[src/rtl/stopwatch_pkg.sv]
// Shared types and constants for the tenth-second stopwatch control path.
// STOPWATCH_LAP_EN adds the LAP state to the state enum.
package stopwatch_pkg;

    localparam int COUNT_W   = 14;
    localparam int MAX_COUNT = 9999;

    typedef enum logic [1:0] {
        ST_IDLE    = 2'd0,
        ST_RUNNING = 2'd1,
        ST_STOPPED = 2'd2
`ifdef STOPWATCH_LAP_EN
        ,ST_LAP    = 2'd3
`endif
    } sw_state_t;

endpackage

[src/rtl/button_debouncer.sv]
// Raw pushbutton to one-cycle press pulse: two-flop synchronizer, stability
// counter, and rising-edge detect on the accepted (debounced) level.
module button_debouncer #(
    parameter int DEBOUNCE_CYCLES = 1_000_000
) (
    input  logic clk,
    input  logic rst_n,
    input  logic btn_i,
    output logic press_o
);

    localparam int CNT_W = (DEBOUNCE_CYCLES > 1) ? $clog2(DEBOUNCE_CYCLES) : 1;
    localparam logic [CNT_W-1:0] CNT_LAST = CNT_W'(DEBOUNCE_CYCLES - 1);

    logic             sync1_q, sync2_q;
    logic             level_q, level_d;
    logic [CNT_W-1:0] cnt_q, cnt_d;
    logic             press_q, press_d;

    // The counter only advances while the synchronized sample disagrees with
    // the accepted level; any agreeing sample restarts the stability window.
    always_comb begin
        // NOTE: every always_comb output gets a default first so no latch is inferred.
        cnt_d   = '0;
        level_d = level_q;
        if (sync2_q != level_q) begin
            if (cnt_q == CNT_LAST) begin
                level_d = sync2_q;
            end else begin
                cnt_d = cnt_q + 1'b1;
            end
        end
        press_d = level_d & ~level_q;
    end

    always_ff @(posedge clk or negedge rst_n) begin
        if (!rst_n) begin
            sync1_q <= 1'b0;
            sync2_q <= 1'b0;
            level_q <= 1'b0;
            cnt_q   <= '0;
            press_q <= 1'b0;
        end else begin
            // NOTE: non-blocking here so every flop samples pre-edge values.
            sync1_q <= btn_i;
            sync2_q <= sync1_q;
            level_q <= level_d;
            cnt_q   <= cnt_d;
            press_q <= press_d;
        end
    end

    assign press_o = press_q;

endmodule

[src/rtl/stopwatch_controller.sv]
// Stopwatch control FSM: debounced buttons in, counter strobes and display
// selection out. Define STOPWATCH_LAP_EN to build the lap/freeze feature.
module stopwatch_controller #(
    parameter int DEBOUNCE_CYCLES = 1_000_000,
    parameter int MAX_COUNT       = stopwatch_pkg::MAX_COUNT
) (
    input  logic                              clk,
    input  logic                              rst_n,
    input  logic                              btn_start_stop,
    input  logic                              btn_lap,
    input  logic                              btn_clear,
    input  logic [stopwatch_pkg::COUNT_W-1:0] count_value,
    output logic                              count_enable,
    output logic                              count_clear,
    output logic [stopwatch_pkg::COUNT_W-1:0] display_value,
    output logic                              running,
    output logic                              overflow
);

    import stopwatch_pkg::*;

    sw_state_t          state_q, state_d;
    logic               overflow_q, overflow_d;
    logic               count_enable_q, count_clear_q, running_q;
    logic [COUNT_W-1:0] display_q, display_d;
    logic               run_d;
    logic               start_evt, clear_evt;
    logic               terminal;

    button_debouncer #(.DEBOUNCE_CYCLES(DEBOUNCE_CYCLES)) u_db_start (
        .clk    (clk),
        .rst_n  (rst_n),
        .btn_i  (btn_start_stop),
        .press_o(start_evt)
    );

    button_debouncer #(.DEBOUNCE_CYCLES(DEBOUNCE_CYCLES)) u_db_clear (
        .clk    (clk),
        .rst_n  (rst_n),
        .btn_i  (btn_clear),
        .press_o(clear_evt)
    );

`ifdef STOPWATCH_LAP_EN
    logic               lap_evt;
    logic [COUNT_W-1:0] lap_q, lap_d;

    button_debouncer #(.DEBOUNCE_CYCLES(DEBOUNCE_CYCLES)) u_db_lap (
        .clk    (clk),
        .rst_n  (rst_n),
        .btn_i  (btn_lap),
        .press_o(lap_evt)
    );
`else
    logic unused_btn_lap;
    assign unused_btn_lap = btn_lap;
`endif

    assign terminal = (count_value == COUNT_W'(MAX_COUNT));

    // Priority: clear > terminal count > start_stop > lap; losers are dropped.
    always_comb begin
        state_d    = state_q;
        overflow_d = overflow_q;
`ifdef STOPWATCH_LAP_EN
        lap_d      = lap_q;
`endif
        if (clear_evt) begin
            state_d    = ST_IDLE;
            overflow_d = 1'b0;
`ifdef STOPWATCH_LAP_EN
            lap_d      = '0;
`endif
        end else begin
            case (state_q)
                ST_IDLE: begin
                    if (start_evt) state_d = ST_RUNNING;
                end
                ST_RUNNING: begin
                    if (terminal) begin
                        state_d    = ST_STOPPED;
                        overflow_d = 1'b1;
                    end else if (start_evt) begin
                        state_d = ST_STOPPED;
`ifdef STOPWATCH_LAP_EN
                    end else if (lap_evt) begin
                        state_d = ST_LAP;
                        lap_d   = count_value;
`endif
                    end
                end
`ifdef STOPWATCH_LAP_EN
                ST_LAP: begin
                    if (terminal) begin
                        state_d    = ST_STOPPED;
                        overflow_d = 1'b1;
                    end else if (start_evt) begin
                        state_d = ST_STOPPED;
                    end else if (lap_evt) begin
                        state_d = ST_RUNNING;
                    end
                end
`endif
                ST_STOPPED: begin
                    if (start_evt && !overflow_q) state_d = ST_RUNNING;
                end
                default: state_d = ST_IDLE;
            endcase
        end
    end

    // Outputs are registered from the next state so they move on the event edge.
    always_comb begin
`ifdef STOPWATCH_LAP_EN
        run_d     = (state_d == ST_RUNNING) || (state_d == ST_LAP);
        display_d = (state_d == ST_LAP) ? lap_d : count_value;
`else
        run_d     = (state_d == ST_RUNNING);
        display_d = count_value;
`endif
    end

    always_ff @(posedge clk or negedge rst_n) begin
        if (!rst_n) begin
            state_q        <= ST_IDLE;
            overflow_q     <= 1'b0;
            count_enable_q <= 1'b0;
            count_clear_q  <= 1'b0;
            running_q      <= 1'b0;
            display_q      <= '0;
        end else begin
            state_q        <= state_d;
            overflow_q     <= overflow_d;
            count_enable_q <= run_d;
            count_clear_q  <= clear_evt;
            running_q      <= run_d;
            display_q      <= display_d;
        end
    end

`ifdef STOPWATCH_LAP_EN
    always_ff @(posedge clk or negedge rst_n) begin
        if (!rst_n) begin
            lap_q <= '0;
        end else begin
            lap_q <= lap_d;
        end
    end
`endif

    assign count_enable  = count_enable_q;
    assign count_clear   = count_clear_q;
    assign running       = running_q;
    assign overflow      = overflow_q;
    assign display_value = display_q;

endmodule

[config.mk]
export PLATFORM = sky130hd
export DESIGN_NAME = stopwatch_controller
export DESIGN_NICKNAME = d
export VERILOG_FILES = /design/src/rtl/stopwatch_pkg.sv /design/src/rtl/button_debouncer.sv /design/src/rtl/stopwatch_controller.sv
export SDC_FILE = /design/constraint.sdc
export NUM_CORES = 1
export LEC_CHECK = 0
export ABC_AREA = 1
export BUFFER_PORTS_ARGS = -buffer_cell sky130_fd_sc_hd__buf_2
export CORE_MARGIN = 1
export CORE_UTILIZATION = 45
export DETAILED_ROUTE_END_ITERATION = 8
export GPL_TIMING_DRIVEN = 0
export SETUP_SLACK_MARGIN = 0.3
export SLEW_MARGIN = 20
export SYNTH_ARGS = -nofsm -noshare
export SYNTH_HDL_FRONTEND = slang
export SYNTH_SLANG_ARGS = --single-unit
[constraint.sdc]
create_clock -name clk -period 2 [get_ports clk]
set_clock_uncertainty 0.15 [all_clocks]
set_input_delay 0.2 -clock clk [delete_from_list [all_inputs] [get_ports clk]]
set_output_delay 0.2 -clock clk [all_outputs]
set_load 0.02 [all_outputs]
==> summary.md <==
| Metric | Value |
|---|---|
| Status | completed |
| Fmax | 624 MHz |
| Pint | 2.06 mW |
| Worst Tran Pin Value | 0.569 ns |
| Most common library cells after synthesis | nor2_1, nand2_1, dfrtp_1 |
| Number of global-route vias before repair | 2,301 |
| Pre-CTS setup slack | 0.325 ns |
| H-tree Lvls | 3 |
| Sequential element share of the synthesized area | 0.520 |
| Max Cap Violations | 0 |
| R2r setup slk | 0.40 ns |
| Drt drc | 0 |
| Switching Share | 0.251 |
| Tmin final | 1.60 ns |
| Chip width | 86.6 microns |
| Worst r2r path cells | 7 |
| Ys flop type | dfrtp_1 |
| Worst setup EP type | flip-flop |
| Row Count | 30 |
| Largest net degree at the start of global routing | 46 |
| Clk root buf | clkbuf_8 |
| Yosys top cell area share | 0.520 |
| Overflow after GRT | 0 |
| Clk pwr share | 0.427 |
| Seq pwr share | 0.508 |
| Routability Congestion | 0.847 |
| Distinct cell type count after synthesis | 27 |
| Hold Crit Class | in -> async |
| Setup violators final | 0 |
| Syn Inst Count | 371 |
| Final core occ | 0.584 |
| First-pass GRT wire length | 10,500 microns |
| Crit path required time | 2.09 ns |
| Total Wirelength | 6140 microns |
| Synth warnings | 0 |
| PnR worst setup slack | 0.398 ns |
| Critical R2R Capture | u_db_clear.cnt_q[0]$_DFF_PN0_ |
| Final Hold Fails | 0 |
| RSZ-0062 raised after global routing | false |
| Layout cell share with drive strength beyond 1 | 0.229 |
| Antenna Nets Post-Route | 0 |
| Comb power frac | 0.065 |
| Post-detail-place hpwl | 4290 microns |
| Worst Path Max Fanout | 8 |
| Initial Util | 0.469 |
| Ant. Diodes | 0 |
| CP startpoint kind | flip-flop |
| Max VDD drop | 0.337 mV |
| Tot GR Track Use | 0.185 |
| Post-synth EDFFs | 0 |
| Die ar. | 0.00750 sq mm |
| WL per Instance | 11.3 microns |
| CTS tree | done |
| Num CTS Buffers | 9 |
| Deepest clock path buffer count | 2 |
| Worst skew pair latency | 0.34 ns |
| Final slew viol count | 0 |
| Initial antenna violation count | 0 |
| Fin crit share | 0.801 |
| CTS clock-pin slew for the worst setup and hold paths | 0.08 ns |
| Top-count cell post-synth | nor2_1 |
| Slew headroom | 0.619 |
| LEAKAGE | 1.86 nW |
| Die Span Y | 86.6 microns |
| DR vias/cell | 4.64 |
| Area of the mapped netlist | 0.00322 sq mm |
| Switching pwr | 0.688 mW |
| Mean area per synthesized cell | 8.69 sq um |
| WHS | 0.153 ns |
| P&R area growth vs syn | 24.5% |
| First drt pass iteration count | 4 |
| Synth area leader | dfrtp_1 |
| Seq cells post-synth | 67 |
| Clock Sinks | 67 |
| CP Class | reg -> reg |
| Routed vias | 2,514 |
| I/O Pins | 37 |
| Pwr dens | 684 mW/mm^2 |
| DR iter-0 viols | 63 |
| Setup TNS Final | 0 ns |
| Port bufs | 35 |
| Worst r2r src | u_db_clear.cnt_q[0]$_DFF_PN0_ |
| Syn Nets | 392 |
| Fraction of registers with async set/reset | 1.00 |
| Final nets | 462 |
| WP data arrival | 1.69 ns |
| Core area | 0.00687 sq mm |
| Synth top area cells | dfrtp_1, nor2_1, nand2_1 |
cell usage in the layout, fill, tap and decap left out, types with 2 or more instances in the layout:
cell type and count:
nand4_1 6, nor3_1 8, nor2_2 4, nor3b_1 3, nor2_4 10, a21oi_1 15
inv_6 4, a31o_2 2, xor2_1 12, buf_2 34, dfrtp_1 67, nand2_4 2
o21ai_0 2, inv_1 42, inv_2 5, ha_2 2, nor2_1 74, dlygate4sd3_1 17
clkbuf_8 9, nand2_2 8, nand2_1 68, xnor2_1 3, nor3_2 2, nand3_1 25
nand3_2 3, buf_4 7
metrics by stage:
step | cells | total power [mW] | area (sq um)
global route | 542 | 2.88 | 4010
CTS | 536 | 2.77 | 3920
global placement | 502 | 1.55 | 3520
detailed placement | 503 | 1.56 | 3550
floorplan | 371 | 1.48 | 3220
finish | 542 | 2.74 | 4010
state kept, by name, summed over array words and instances, names as in the netlist, 2 cells and up:
register / cells
display_value: 14
u_db_clear.cnt_q: 20
u_db_start.cnt_q: 20
state_q: 2
routing by layer:
metal	GRT usage	routed length [microns]
met1	0.249	2990
met2	0.281	2800
met3	0.0514	260
met4	0.0773	82
met5	0	0
worst max-delay path, stage by stage (launching register included):
cell	delay (ns)
dfrtp_1	0.36
ha_2	0.19
nand2_1	0.10
nor2_4	0.14
nand2_2	0.10
nand3b_4	0.26
nand2_8	0.14
nor2_1	0.05
timing repair:
| item | 4_1_cts | 5_1_grt |
|---|---|---|
| endpoints found under the hold margin | 83 | 0 |
| hold buffers | 17 | 0 |
| resized for setup | 0 | 6 |
| buffers inserted | 0 | 6 |
| endpoints found under the setup margin | 0 | 14 |
power by group through the flow:
stage	registers (mW)	logic [mW]	clock network (mW)
floorplan	1.44	0.0422	0
global placement	1.42	0.133	0
detailed placement	1.42	0.141	0
CTS	1.39	0.167	1.21
global route	1.40	0.203	1.28
finish	1.39	0.179	1.17
worst max path at each step:
stage / startpoint / end
final: u_db_clear.cnt_q[0]$_DFF_PN0_ / u_db_clear.cnt_q[0]$_DFF_PN0_
after global routing: u_db_clear.cnt_q[0]$_DFF_PN0_ / u_db_clear.cnt_q[0]$_DFF_PN0_
after CTS: u_db_start.cnt_q[0]$_DFF_PN0_ / u_db_start.cnt_q[17]$_DFF_PN0_
after detailed placement: u_db_start.cnt_q[0]$_DFF_PN0_ / u_db_start.cnt_q[17]$_DFF_PN0_
after global placement: rst_n / u_db_clear.cnt_q[18]$_DFF_PN0_
after floorplan: u_db_start.cnt_q[0]$_DFF_PN0_ / u_db_start.cnt_q[15]$_DFF_PN0_
cell type report:
cell class,count,area (sq um)
Timing Repair Buffer,59,433
Multi-Input combinational cell,256,1400
Inverter,47,176
Tap cell,96,120
Fill cell,624,2860
Clock inverter,7,81.3
Sequential cell,67,1680
Clock buffer,9,124
Buffer,1,7.51
kinds of logic after synthesis:
group	share of synthesized area
compound gates	0.0334
xor+xnor	0.0509
fa+ha+maj	0.00776
buf+inv	0.0571
flops	0.520
simple gates	0.331
(Power assumes the default switching activity.)
